### src/rtl/sram_arb_pkg.sv
// Shared types and defaults for the 2 MB SRAM arbiter.
//   - state_e  : access sequencer states
//   - req_id_t : requester identifiers (video, CPU, DMA)
//   - DEF_*    : default parameter values
package sram_arb_pkg;

    localparam int unsigned DEF_ADDR_W      = 21;
    localparam int unsigned DEF_READ_CYCLES = 2;
    localparam int unsigned DEF_WE_CYCLES   = 2;

    localparam int unsigned REQ_ID_W = 2;
    typedef logic [REQ_ID_W-1:0] req_id_t;

    localparam req_id_t REQ_VID = 2'd0;
    localparam req_id_t REQ_CPU = 2'd1;
    localparam req_id_t REQ_DMA = 2'd2;

    typedef enum logic [2:0] {
        IDLE,
        RD,
        WR_SETUP,
        WR_PULSE,
        WR_HOLD
    } state_e;

endpackage

### src/rtl/sram_arb_select.sv
// Combinational winner select for the SRAM arbiter.
//   vid_req/cpu_req/dma_req : raw requests
//   vid_ack/cpu_ack/dma_ack : registered acks; a requester is ignored in its ack cycle
//   rr_dma                  : round-robin pointer, 1 = DMA preferred on CPU/DMA contention
//   grant_valid/grant_id    : winner, video has absolute priority
module sram_arb_select
    import sram_arb_pkg::*;
(
    input  logic       vid_req,
    input  logic       cpu_req,
    input  logic       dma_req,
    input  logic       vid_ack,
    input  logic       cpu_ack,
    input  logic       dma_ack,
    input  logic       rr_dma,
    output logic       grant_valid,
    output logic [1:0] grant_id
);

    logic vid_live;
    logic cpu_live;
    logic dma_live;

    assign vid_live = vid_req & ~vid_ack;
    assign cpu_live = cpu_req & ~cpu_ack;
    assign dma_live = dma_req & ~dma_ack;

    // Fixed priority for video, round-robin between CPU and DMA.
    always_comb begin
        grant_valid = 1'b0;
        grant_id    = REQ_VID;
        if (vid_live) begin
            grant_valid = 1'b1;
            grant_id    = REQ_VID;
        end else if (cpu_live && dma_live) begin
            grant_valid = 1'b1;
            grant_id    = rr_dma ? REQ_DMA : REQ_CPU;
        end else if (cpu_live) begin
            grant_valid = 1'b1;
            grant_id    = REQ_CPU;
        end else if (dma_live) begin
            grant_valid = 1'b1;
            grant_id    = REQ_DMA;
        end
    end

endmodule

### src/rtl/sram_arbiter_2mb.sv
// Shares one 2 MB 8-bit asynchronous SRAM between video (read-only), CPU and DMA,
// and owns all SRAM timing (address setup, WE pulse width, hold, read sampling).
//   clk_chipset, reset            : clock, synchronous active-high reset
//   vid_req/vid_addr/vid_ack      : video read port
//   cpu_* / dma_*                 : CPU and DMA ports (req, we, addr, wdata, ack)
//   rdata                         : shared read-data register, updated on read completion
//   sram_addr/sram_data_out/_oe   : SRAM address and write-data drive
//   sram_data_in                  : SRAM data input path
//   sram_we_n                     : SRAM write enable, active low
module sram_arbiter_2mb
    import sram_arb_pkg::*;
#(
    parameter int unsigned ADDR_W      = DEF_ADDR_W,
    parameter int unsigned READ_CYCLES = DEF_READ_CYCLES,
    parameter int unsigned WE_CYCLES   = DEF_WE_CYCLES
) (
    input  logic              clk_chipset,
    input  logic              reset,
    input  logic              vid_req,
    input  logic [ADDR_W-1:0] vid_addr,
    output logic              vid_ack,
    input  logic              cpu_req,
    input  logic              cpu_we,
    input  logic [ADDR_W-1:0] cpu_addr,
    input  logic [7:0]        cpu_wdata,
    output logic              cpu_ack,
    input  logic              dma_req,
    input  logic              dma_we,
    input  logic [ADDR_W-1:0] dma_addr,
    input  logic [7:0]        dma_wdata,
    output logic              dma_ack,
    output logic [7:0]        rdata,
    output logic [ADDR_W-1:0] sram_addr,
    output logic [7:0]        sram_data_out,
    output logic              sram_data_oe,
    input  logic [7:0]        sram_data_in,
    output logic              sram_we_n
);

    localparam int unsigned MAX_CYC = (READ_CYCLES > WE_CYCLES) ? READ_CYCLES : WE_CYCLES;
    localparam int unsigned CNT_W   = (MAX_CYC > 1) ? $clog2(MAX_CYC) : 1;

    state_e              state_q, state_d;
    logic [CNT_W-1:0]    cnt_q, cnt_d;
    logic [1:0]          owner_q, owner_d;
    logic                rr_dma_q, rr_dma_d;
    logic [ADDR_W-1:0]   addr_q, addr_d;
    logic [7:0]          dout_q, dout_d;
    logic                oe_q, oe_d;
    logic                we_n_q, we_n_d;
    logic [7:0]          rdata_q, rdata_d;
    logic                vid_ack_q, vid_ack_d;
    logic                cpu_ack_q, cpu_ack_d;
    logic                dma_ack_q, dma_ack_d;

    logic                grant_valid;
    logic [1:0]          grant_id;
    logic                contend;

    sram_arb_select u_select (
        .vid_req     (vid_req),
        .cpu_req     (cpu_req),
        .dma_req     (dma_req),
        .vid_ack     (vid_ack_q),
        .cpu_ack     (cpu_ack_q),
        .dma_ack     (dma_ack_q),
        .rr_dma      (rr_dma_q),
        .grant_valid (grant_valid),
        .grant_id    (grant_id)
    );

    // Pointer only moves when CPU and DMA actually competed for the slot.
    assign contend = ~(vid_req & ~vid_ack_q)
                   & (cpu_req & ~cpu_ack_q)
                   & (dma_req & ~dma_ack_q);

    // State register and all registered outputs.
    always_ff @(posedge clk_chipset) begin
        if (reset) begin
            state_q   <= IDLE;
            cnt_q     <= '0;
            owner_q   <= REQ_VID;
            rr_dma_q  <= 1'b0;
            addr_q    <= '0;
            dout_q    <= '0;
            oe_q      <= 1'b0;
            we_n_q    <= 1'b1;
            rdata_q   <= '0;
            vid_ack_q <= 1'b0;
            cpu_ack_q <= 1'b0;
            dma_ack_q <= 1'b0;
        end else begin
            state_q   <= state_d;
            cnt_q     <= cnt_d;
            owner_q   <= owner_d;
            rr_dma_q  <= rr_dma_d;
            addr_q    <= addr_d;
            dout_q    <= dout_d;
            oe_q      <= oe_d;
            we_n_q    <= we_n_d;
            rdata_q   <= rdata_d;
            vid_ack_q <= vid_ack_d;
            cpu_ack_q <= cpu_ack_d;
            dma_ack_q <= dma_ack_d;
        end
    end

    // Next-state and output sequencing.
    always_comb begin
        state_d   = state_q;
        cnt_d     = cnt_q;
        owner_d   = owner_q;
        rr_dma_d  = rr_dma_q;
        addr_d    = addr_q;
        dout_d    = dout_q;
        oe_d      = oe_q;
        we_n_d    = we_n_q;
        rdata_d   = rdata_q;
        vid_ack_d = 1'b0;
        cpu_ack_d = 1'b0;
        dma_ack_d = 1'b0;

        unique case (state_q)
            IDLE: begin
                if (grant_valid) begin
                    owner_d = grant_id;
                    cnt_d   = '0;
                    state_d = RD;
                    if (contend) begin
                        rr_dma_d = (grant_id == REQ_CPU);
                    end
                    case (grant_id)
                        REQ_CPU: begin
                            addr_d = cpu_addr;
                            if (cpu_we) begin
                                dout_d  = cpu_wdata;
                                oe_d    = 1'b1;
                                state_d = WR_SETUP;
                            end
                        end
                        REQ_DMA: begin
                            addr_d = dma_addr;
                            if (dma_we) begin
                                dout_d  = dma_wdata;
                                oe_d    = 1'b1;
                                state_d = WR_SETUP;
                            end
                        end
                        default: addr_d = vid_addr;
                    endcase
                end
            end

            RD: begin
                if (cnt_q == CNT_W'(READ_CYCLES - 1)) begin
                    rdata_d = sram_data_in;
                    state_d = IDLE;
                    case (owner_q)
                        REQ_CPU: cpu_ack_d = 1'b1;
                        REQ_DMA: dma_ack_d = 1'b1;
                        default: vid_ack_d = 1'b1;
                    endcase
                end else begin
                    cnt_d = cnt_q + CNT_W'(1);
                end
            end

            WR_SETUP: begin
                we_n_d  = 1'b0;
                cnt_d   = '0;
                state_d = WR_PULSE;
            end

            WR_PULSE: begin
                if (cnt_q == CNT_W'(WE_CYCLES - 1)) begin
                    we_n_d  = 1'b1;
                    state_d = WR_HOLD;
                end else begin
                    cnt_d = cnt_q + CNT_W'(1);
                end
            end

            WR_HOLD: begin
                oe_d    = 1'b0;
                state_d = IDLE;
                case (owner_q)
                    REQ_DMA: dma_ack_d = 1'b1;
                    default: cpu_ack_d = 1'b1;
                endcase
            end

            default: begin
                state_d = IDLE;
                we_n_d  = 1'b1;
                oe_d    = 1'b0;
            end
        endcase
    end

    assign vid_ack       = vid_ack_q;
    assign cpu_ack       = cpu_ack_q;
    assign dma_ack       = dma_ack_q;
    assign rdata         = rdata_q;
    assign sram_addr     = addr_q;
    assign sram_data_out = dout_q;
    assign sram_data_oe  = oe_q;
    assign sram_we_n     = we_n_q;

endmodule
### config.mk
export PLATFORM = sky130hd
export DESIGN_NAME = sram_arbiter_2mb
export DESIGN_NICKNAME = d
export VERILOG_FILES = /design/src/rtl/sram_arb_pkg.sv /design/src/rtl/sram_arb_select.sv /design/src/rtl/sram_arbiter_2mb.sv
export SDC_FILE = /design/constraint.sdc
export NUM_CORES = 1
export LEC_CHECK = 0
export BUFFER_PORTS_ARGS = -buffer_cell sky130_fd_sc_hd__buf_2
export CAP_MARGIN = 20
export CORE_MARGIN = 4
export CORE_UTILIZATION = 39
export DETAILED_ROUTE_END_ITERATION = 16
export GPL_TIMING_DRIVEN = 1
export PLACE_DENSITY = 0.76
export REMOVE_ABC_BUFFERS = 1
export SLEW_MARGIN = 20
export SYNTH_ARGS = -nofsm -noshare
export SYNTH_HDL_FRONTEND = slang
export SYNTH_SLANG_ARGS = --single-unit
### constraint.sdc
create_clock -name clk_chipset -period 3.5 [get_ports clk_chipset]
set_input_delay 0.35 -clock clk_chipset [delete_from_list [all_inputs] [get_ports clk_chipset]]
set_output_delay 0.35 -clock clk_chipset [all_outputs]
set_load 0.1 [all_outputs]
### Word-level counts from Yosys, hierarchy flattened

Cells that the tools add are included.

| word-level totals | value |
|---|---|
| word-level logic and storage cells | 97 |
| register bits after elaboration | 49 |
| input port bits | 94 |
| output and inout port bits | 42 |

| cells by class | value |
|---|---|
| bitwise operators | 13 |
| equality and inequality tests | 16 |
| muxes and demuxes | 38 |
| add/sub/neg operators | 1 |
| reductions and logical operators | 17 |

Operators by type and width:

| cell | number |
|---|---|
| one-hot mux 21 bit (2 select lines) | 1 |
| two-way mux 1 bit | 16 |
| two-way mux 8 bit | 2 |
| one-hot mux 8 bit (2 select lines) | 1 |
| two-way mux 2 bit | 7 |
| one-hot mux 3 bit (4 select lines) | 1 |
| != test 2 bit (second input constant) | 5 |
| AND reduction 5 bit | 2 |
| two-way mux 3 bit | 3 |
| OR reduction 3 bit | 3 |
| inverter 1 bit | 8 |
| one-hot mux 1 bit (2 select lines) | 4 |
| AND reduction 2 bit | 4 |
| equality test 3 x 2 -> 1 bit (second input constant) | 2 |
| != test 3 bit (second input constant) | 2 |
| one-hot mux 1 bit (3 select lines) | 2 |
| AND reduction 3 bit | 2 |
| bitwise AND 1 bit | 5 |
| equality test 2 x 1 -> 1 bit (second input constant) | 2 |
| equality test 2 bit (second input constant) | 2 |
| one-hot mux 2 bit (2 select lines) | 1 |
| OR reduction 2 bit | 2 |
| equality test 3 x 1 -> 1 bit (second input constant) | 1 |
| equality test 3 bit (second input constant) | 1 |
| 6 further kinds | 6 |

### Depth between registers and ports, before layout

Gate-level depths: netlist of run 1.

| depth | value |
|---|---|
| word-level depth | 10 |
| gate-level depth with buffers | 10 |
| gate-level depth less buffers | 8 |

### Modules after synthesis

A second synthesis of run 1 with hierarchy kept.

| unflattened totals | value |
|---|---|
| cells, all modules | 308 |
| area, all modules | 2573.7 um^2 |

Modules (own cells, without submodules):

| module | area each (um^2) | sequential area each (um^2) | instances | cells an instance |
|---|---|---|---|---|
| sram_arbiter_2mb | 2507.4 | 980.9 | 1 | 300 |
| sram_arb_select | 66.3 | 0.0 | 1 | 8 |

### Least setup slack after synthesis of run 1

Ideal clock, no wire load.

| timing | value |
|---|---|
| path kind | register -> register |
| from | register dma_ack_q (netlist: dma_ack) |
| to | register dout_q[6] (netlist: sram_data_out[6]) |
| arrival | 2740 ps |
| stages on the path, launching flop included | 10 |
| required time | 3356 ps |
| period minus slack after synthesis | 2883 ps |
| slack | 617 ps |
| cells stage by stage | dfxtp_1 > and2b_1 > a211oi_1 > inv_1 > ha_1 > inv_1 > clkbuf_1 > nand2_1 > o22ai_1 > a221oi_2 |

RTL lines:

| what | line | RTL |
|---|---|---|
| start, declared | sram_arbiter_2mb.sv:54 | `logic dma_ack_q, dma_ack_d;` |
| start signal, assigned | sram_arbiter_2mb.sv:104 | `dma_ack_q <= dma_ack_d;` |
| inverter 1 bit (*) | sram_arb_select.sv:26 | `assign dma_live = dma_req & ~dma_ack;` |
| bitwise AND 1 bit (*) | sram_arb_select.sv:26 |  |
| logical AND 1 bit (*) | sram_arb_select.sv:35 | `end else if (cpu_live && dma_live) begin` |
| two-way mux 2 bit (*) | sram_arb_select.sv:35 |  |
| two-way mux 2 bit (*) | sram_arb_select.sv:32 | `if (vid_live) begin` |
| net grant_id[0] | sram_arbiter_2mb.sv:57 | `logic [1:0] grant_id;` |
| equality test 2 bit / equality test 2 x 1 -> 1 bit (equally long branches) | sram_arbiter_2mb.sv:132 | `case (grant_id)` |
| != test 2 bit (no line) / nonzero test 2 bit (equally long branches) | -- |  |
| AND reduction 5 bit (no line) | -- |  |
| end signal, assigned | sram_arbiter_2mb.sv:98 | `dout_q <= dout_d;` |
| end, declared | sram_arbiter_2mb.sv:48 | `logic [7:0] dout_q, dout_d;` |

Mark *: on every way through the listed nets, which the timed path passes. The rest lies on a longest branch.
A chain may end at the register's enable or synchronous reset.

### Worst setup path after layout of run 1

| timing | value |
|---|---|
| from | register dma_ack_q (netlist: dma_ack) |
| to | register dout_q[3] (netlist: sram_data_out[3]) |

The elaborated chain is that of the path after synthesis.

==> flow_summary.ini, run 1 <==
[logic_synthesis]
synth_cells = 313
synth_compound_area_share_pct = 29.9
synth-edff-count = 0
synth.distinct_cells = 34
syn_avg_cell_area_um2 = 7.75
synth-xor-area-share_pct = 0
syn_area_um2 = 2420
synth-main-ff-cell = dfxtp_1
synth-simple-area-share_pct = 19.8
yosysSeqAreaShare_pct = 40.5
synth_fa_ha_area_share_pct = 2.06
synthArstFlopShare_pct = 0
yosysWarnings = 0
synth_seq_cells = 49
synthMuxAreaShare_pct = 0.413
synth_top_family_by_area = compound AO/OA/AOI/OAI gates

[cts]
cts_root_buf = clkbuf_8
cts_max_level = 2
postCtsSetupBuffers = 0
clk_pin_slew_ns = 0.09
clkLatencyLatePin_ns = 0.30
cts_tree = built
ctsResizeCount = 0
cts_inserted_buffers = 5
cts_hold_buf = 0
clock_sinks = 49
clock_path_buffers = 2

[global_route]
grtUsageTotal_pct = 17.3
gr-total-overflow = 0
grt_pass1_wl_mm = 10.6
grt_max_degree = 49
grt_pass1_vias = 2447
antenna_found_initial = 0

[setup_path]
path_cells = and2b_1 > a211oi_1 > inv_1 > ha_1 > inv_1 > o22ai_1 > a211o_1 > a221oi_2
worstSetupPathType = register to register
cp_num_buf_inv = 2
slowest_delay_ns = 0.48
cp-start-kind = register
path_delay_family = compound AO/OA/AOI/OAI gates
cp-end-kind = register
critPathArrivalTime_ns = 2.85
path_common_cell = inv_1
critPathMaxFanout = 11
cpMaxStageDelayCell = a211o_1
required_ns = 3.71

[pwr]
finalPower_mw = 1.57
p_leak_nw = 1.47
peakVddDrop_uv = 257
p_per_area_nw_per_um2 = 487

[sta]
fin_skew_ns = 0.00654
worst_pin_slew_ns = 0.939
period_needed_ns = 2.65
tns_ns = 0
maxSlewHeadroom_pct = 37.4
slew_viol_final = 0
finalWorstSetupSlack_ns = 0.855
fmax_mhz = 378
hold_viol = 0
period_share_pct = 75.6
rsz0062_at_grt = no
whs_ns = 0.289
setup_viol = 0

[layout]
diodes = 0
drive_above_1_share_pct = 36.1
fin_nets = 532
final_area_um2 = 3220
final_cell_mix = 135 x buf_2, 85 x nand2_1, 49 x dfxtp_1
layout.cells.non_filler = 510
syn2layout_area_growth_pct = 32.8
utilization_pct = 53.8
final_common_cell = buf_2

[die]
fp.dieH_um = 86.9
initial_core_util_pct = 40.5
dieArea_um2 = 7540
ios = 136
die_w_um = 86.9
core-area_um2 = 5990
floorplan.rows = 28

[status]
status = finished clean

[job]
cap_viol_max_count = 0

[place]
postPlaceCellArea_um2 = 3100
post-dp-hpwl_mm = 4.97
place_inst = 502
place.gp.congestion = 0.766
dp_worst_setup_slack_ns = 0.727
portBuffers = 135

[drt]
ant_nets = 0
first_pass_iters = 4
drt_wl_total_mm = 6.55
vias = 2534
avgViaCountPerCell = 4.97
post-route-drc-count = 0
wl_per_cell_um = 12.8
initialDrtViolationCount = 57

[hold_path]
min_path_type = input port to register
power breakdown:
| group | leakage [nW] | total (mW) | switching [mW] | internal, mW |
|---|---|---|---|---|
| Combinational | 1.01 | 0.540 | 0.412 | 0.128 |
| Sequential | 0.401 | 0.620 | 0.0229 | 0.597 |
| Clock | 0.0585 | 0.409 | 0.176 | 0.233 |
| Total | 1.47 | 1.57 | 0.611 | 0.958 |
synth_stat cells, types with 5 or more instances:
| cell | number | share of area, % |
|---|---|---|
| nand2b_1 | 5 | 1.3 |
| dfxtp_1 | 49 | 40 |
| clkbuf_1 | 16 | 2.5 |
| o21ai_0 | 23 | 4.7 |
| a21oi_1 | 37 | 7.6 |
| buf_2 | 6 | 1.2 |
| nand2_1 | 85 | 13 |
| inv_1 | 16 | 2.5 |
| a221oi_2 | 8 | 5.0 |
| o22ai_1 | 9 | 2.3 |
| a22oi_1 | 22 | 6.8 |
layout make-up:
type / instances / area (µm²)
clock inverter: 1 / 30.0
sequential: 49 / 981
clock buffer: 7 / 86.3
inverter: 16 / 60.1
multi-input combinational: 223 / 1260
fill: 600 / 2770
timing repair buffer: 139 / 706
tap: 75 / 93.8
routing by layer:
layer  global-route usage, %  part of all wire, %
met5                       0                    0
met4                    3.82                 0.93
met3                    5.30                  8.7
met2                    33.0                   51
met1                    18.6                   40
cells by family after synthesis:
| family | after synthesis |
|---|---|
| flops | 49 |
| buf+inv | 41 |
| compound gates | 107 |
| fa+ha+maj | 4 |
| mux | 1 |
| simple gates | 111 |
worst register-to-register path, stage by stage (launching register included):
cell and delay [ns]:
dfxtp_1 0.33, and2b_1 0.27, a211oi_1 0.40, inv_1 0.08, ha_1 0.22, inv_1 0.24
o22ai_1 0.19, a211o_1 0.48, a221oi_2 0.35
worst paths after layout:
| kind | start | endpoint | slack, ns | depth (start not counted) |
|---|---|---|---|---|
| setup / recovery | dma_ack | sram_data_out[3] | 0.85 | 8 |
| hold / removal | sram_data_in[6] | rdata[6] | 0.29 | 3 |
| setup reg to reg | dma_ack | sram_data_out[3] | 0.85 | 8 |
| hold reg to reg | sram_addr[13] | sram_addr[13] | 0.46 | 2 |
sequential cells by signal (all words and copies together), names as in the netlist:
| name | cells |
|---|---|
| sram_data_out | 8 |
| dma_ack | 1 |
| rr_dma_q | 1 |
| vid_ack | 1 |
| rdata | 8 |
| sram_addr | 21 |
| owner_q | 2 |
| sram_we_n | 1 |
| cpu_ack | 1 |
| state_q | 3 |
| cnt_q | 1 |
| sram_data_oe | 1 |
(Power assumes the default switching activity.)
==> run 2: changes to the inputs <==
PLACE_DENSITY = 0.79   (was 0.76)
clock period = 2.3 ns   (was 3.5 ns; I/O delays follow)
==> run 2 against run 1 <==
Net effect: setup slack worse by 0.69 ns; fmax rose by 24%; clock skew hardly changed; sequential share of layout area is 0.82 points lower; critical path type unchanged; first-iteration DRC count up 12%; clock power increased by 33%; sequential power increased by 52%; combinational power is 58% higher; total power up 49%; via count up 3.3%.
==> flow_summary.ini, run 2 (synthesized netlist as in run 1, its figures left out) <==
[status]
status = finished clean

[die]
dieArea_um2 = 7540
ios = 136
initial_core_util_pct = 40.5
fp.dieH_um = 86.9
core-area_um2 = 5990
floorplan.rows = 28
die_w_um = 86.9

[layout]
final_common_cell = buf_2
fillCellCount = 576
final_cell_mix = 135 x buf_2, 84 x nand2_1, 49 x dfxtp_1
largest_register_ffs = 21
drive_above_1_share_pct = 38.6
fin_nets = 543
final_area_um2 = 3310
diodes = 0
utilization_pct = 55.2
layout.cells.non_filler = 521
syn2layout_area_growth_pct = 36.5

[drt]
first_pass_iters = 4
wl_per_cell_um = 13.1
drt_wl_total_mm = 6.84
post-route-drc-count = 0
avgViaCountPerCell = 5.02
vias = 2617
initialDrtViolationCount = 64
ant_nets = 0

[setup_path]
reg2reg_setup_slack_ns = 0.17
critPathMaxFanout = 10
critPathArrivalTime_ns = 2.35
timing.rr.end = sram_data_out[1]
reg2regPathDepth = 8
cp-end-kind = register
worstSetupPathType = register to register
cp-start-kind = register
required_ns = 2.52
critical_path.startpoint = dma_ack
r2r_start = dma_ack
crit_end = sram_data_out[1]

[cts]
cts_inserted_buffers = 5
clock_path_buffers = 2
ctsResizeCount = 0
clkLatencyLatePin_ns = 0.30
cts_hold_buf = 0
cts_root_buf = clkbuf_8
clock_sinks = 49
cts_tree = built
cts_max_level = 2
clk_pin_slew_ns = 0.09
postCtsSetupBuffers = 0

[global_route]
grtUsageTotal_pct = 18.0
grt_pass1_vias = 2517
grt_max_degree = 35
antenna_found_initial = 0
grt_pass1_wl_mm = 10.9
gr-total-overflow = 0

[sta]
whs_ns = 0.160
hold_viol = 0
slew_viol_final = 0
fin_skew_ns = 0.00704
finalWorstSetupSlack_ns = 0.166
period_share_pct = 92.8
tns_ns = 0
period_needed_ns = 2.13
fmax_mhz = 469
setup_viol = 0
rsz0062_at_grt = no
maxSlewHeadroom_pct = 61.0
worst_pin_slew_ns = 0.586

[pwr]
finalPower_mw = 2.34
switching_power_uw = 944
power_frac_comb_pct = 36.5
p_leak_nw = 1.53
peakVddDrop_uv = 351
power_frac_clock_pct = 23.2
p_int_mw = 1.40
power_frac_seq_pct = 40.3
switching_share_pct = 40.3
p_per_area_nw_per_um2 = 708

[place]
postPlaceCellArea_um2 = 3200
portBuffers = 135
dp_worst_setup_slack_ns = 0.102
place.gp.congestion = 0.731
place_inst = 513
post-dp-hpwl_mm = 5.24

[hold_path]
min_path_type = input port to register

[job]
cap_viol_max_count = 0
==> run 2: power by group through the flow <==
| stage | combinational (mW) | clock [mW] | sequential, mW |
|---|---|---|---|
| floorplan | 0.229 | 0 | 1.35 |
| global placement | 0.845 | 0 | 0.963 |
| detailed placement | 0.858 | 0 | 0.965 |
| CTS | 0.859 | 0.563 | 0.946 |
| global route | 0.914 | 0.607 | 0.955 |
| finish | 0.855 | 0.544 | 0.945 |
==> run 2: cell type report <==
type                    instances  area, µm²  area share [%]
multi-input cells             223       1270            38.4
repair buffers                150        801            24.2
well taps                      75       93.8            2.84
clock inverters                 1       5.00           0.151
inverters                      16       60.1            1.81
clock buffers                   7       96.3            2.91
flip-flops and latches         49        981            29.6
==> run 2: critical path: stages (launching register included) <==
cell      delay [ns]
dfxtp_1         0.32
and2b_1         0.23
buf_4           0.16
o211a_1         0.18
ha_1            0.17
inv_1           0.06
buf_4           0.17
a211o_2         0.46
a221oi_2        0.30
==> run 2: worst min path at each step <==
stage,depth (start not counted),end,slack [ns],startpoint
after CTS,3,rdata[7],0.15,sram_data_in[7]
after detailed placement,2,sram_addr[6],0.44,sram_addr[6]
after global placement,2,sram_addr[11],0.44,sram_addr[11]
after floorplan,1,sram_data_out[0],0.30,reset
after global routing,3,rdata[0],0.15,sram_data_in[0]
final,3,rdata[6],0.16,sram_data_in[6]
==> run 2: layer usage <==
metal / vias up / track usage, % / routed length, µm
li1: 1349 / - / -
met1: 1168 / 19.6 / 2780
met2: 96 / 34.2 / 3470
met3: 4 / 4.07 / 523
met4: 0 / 5.10 / 61
met5: - / 0 / 0
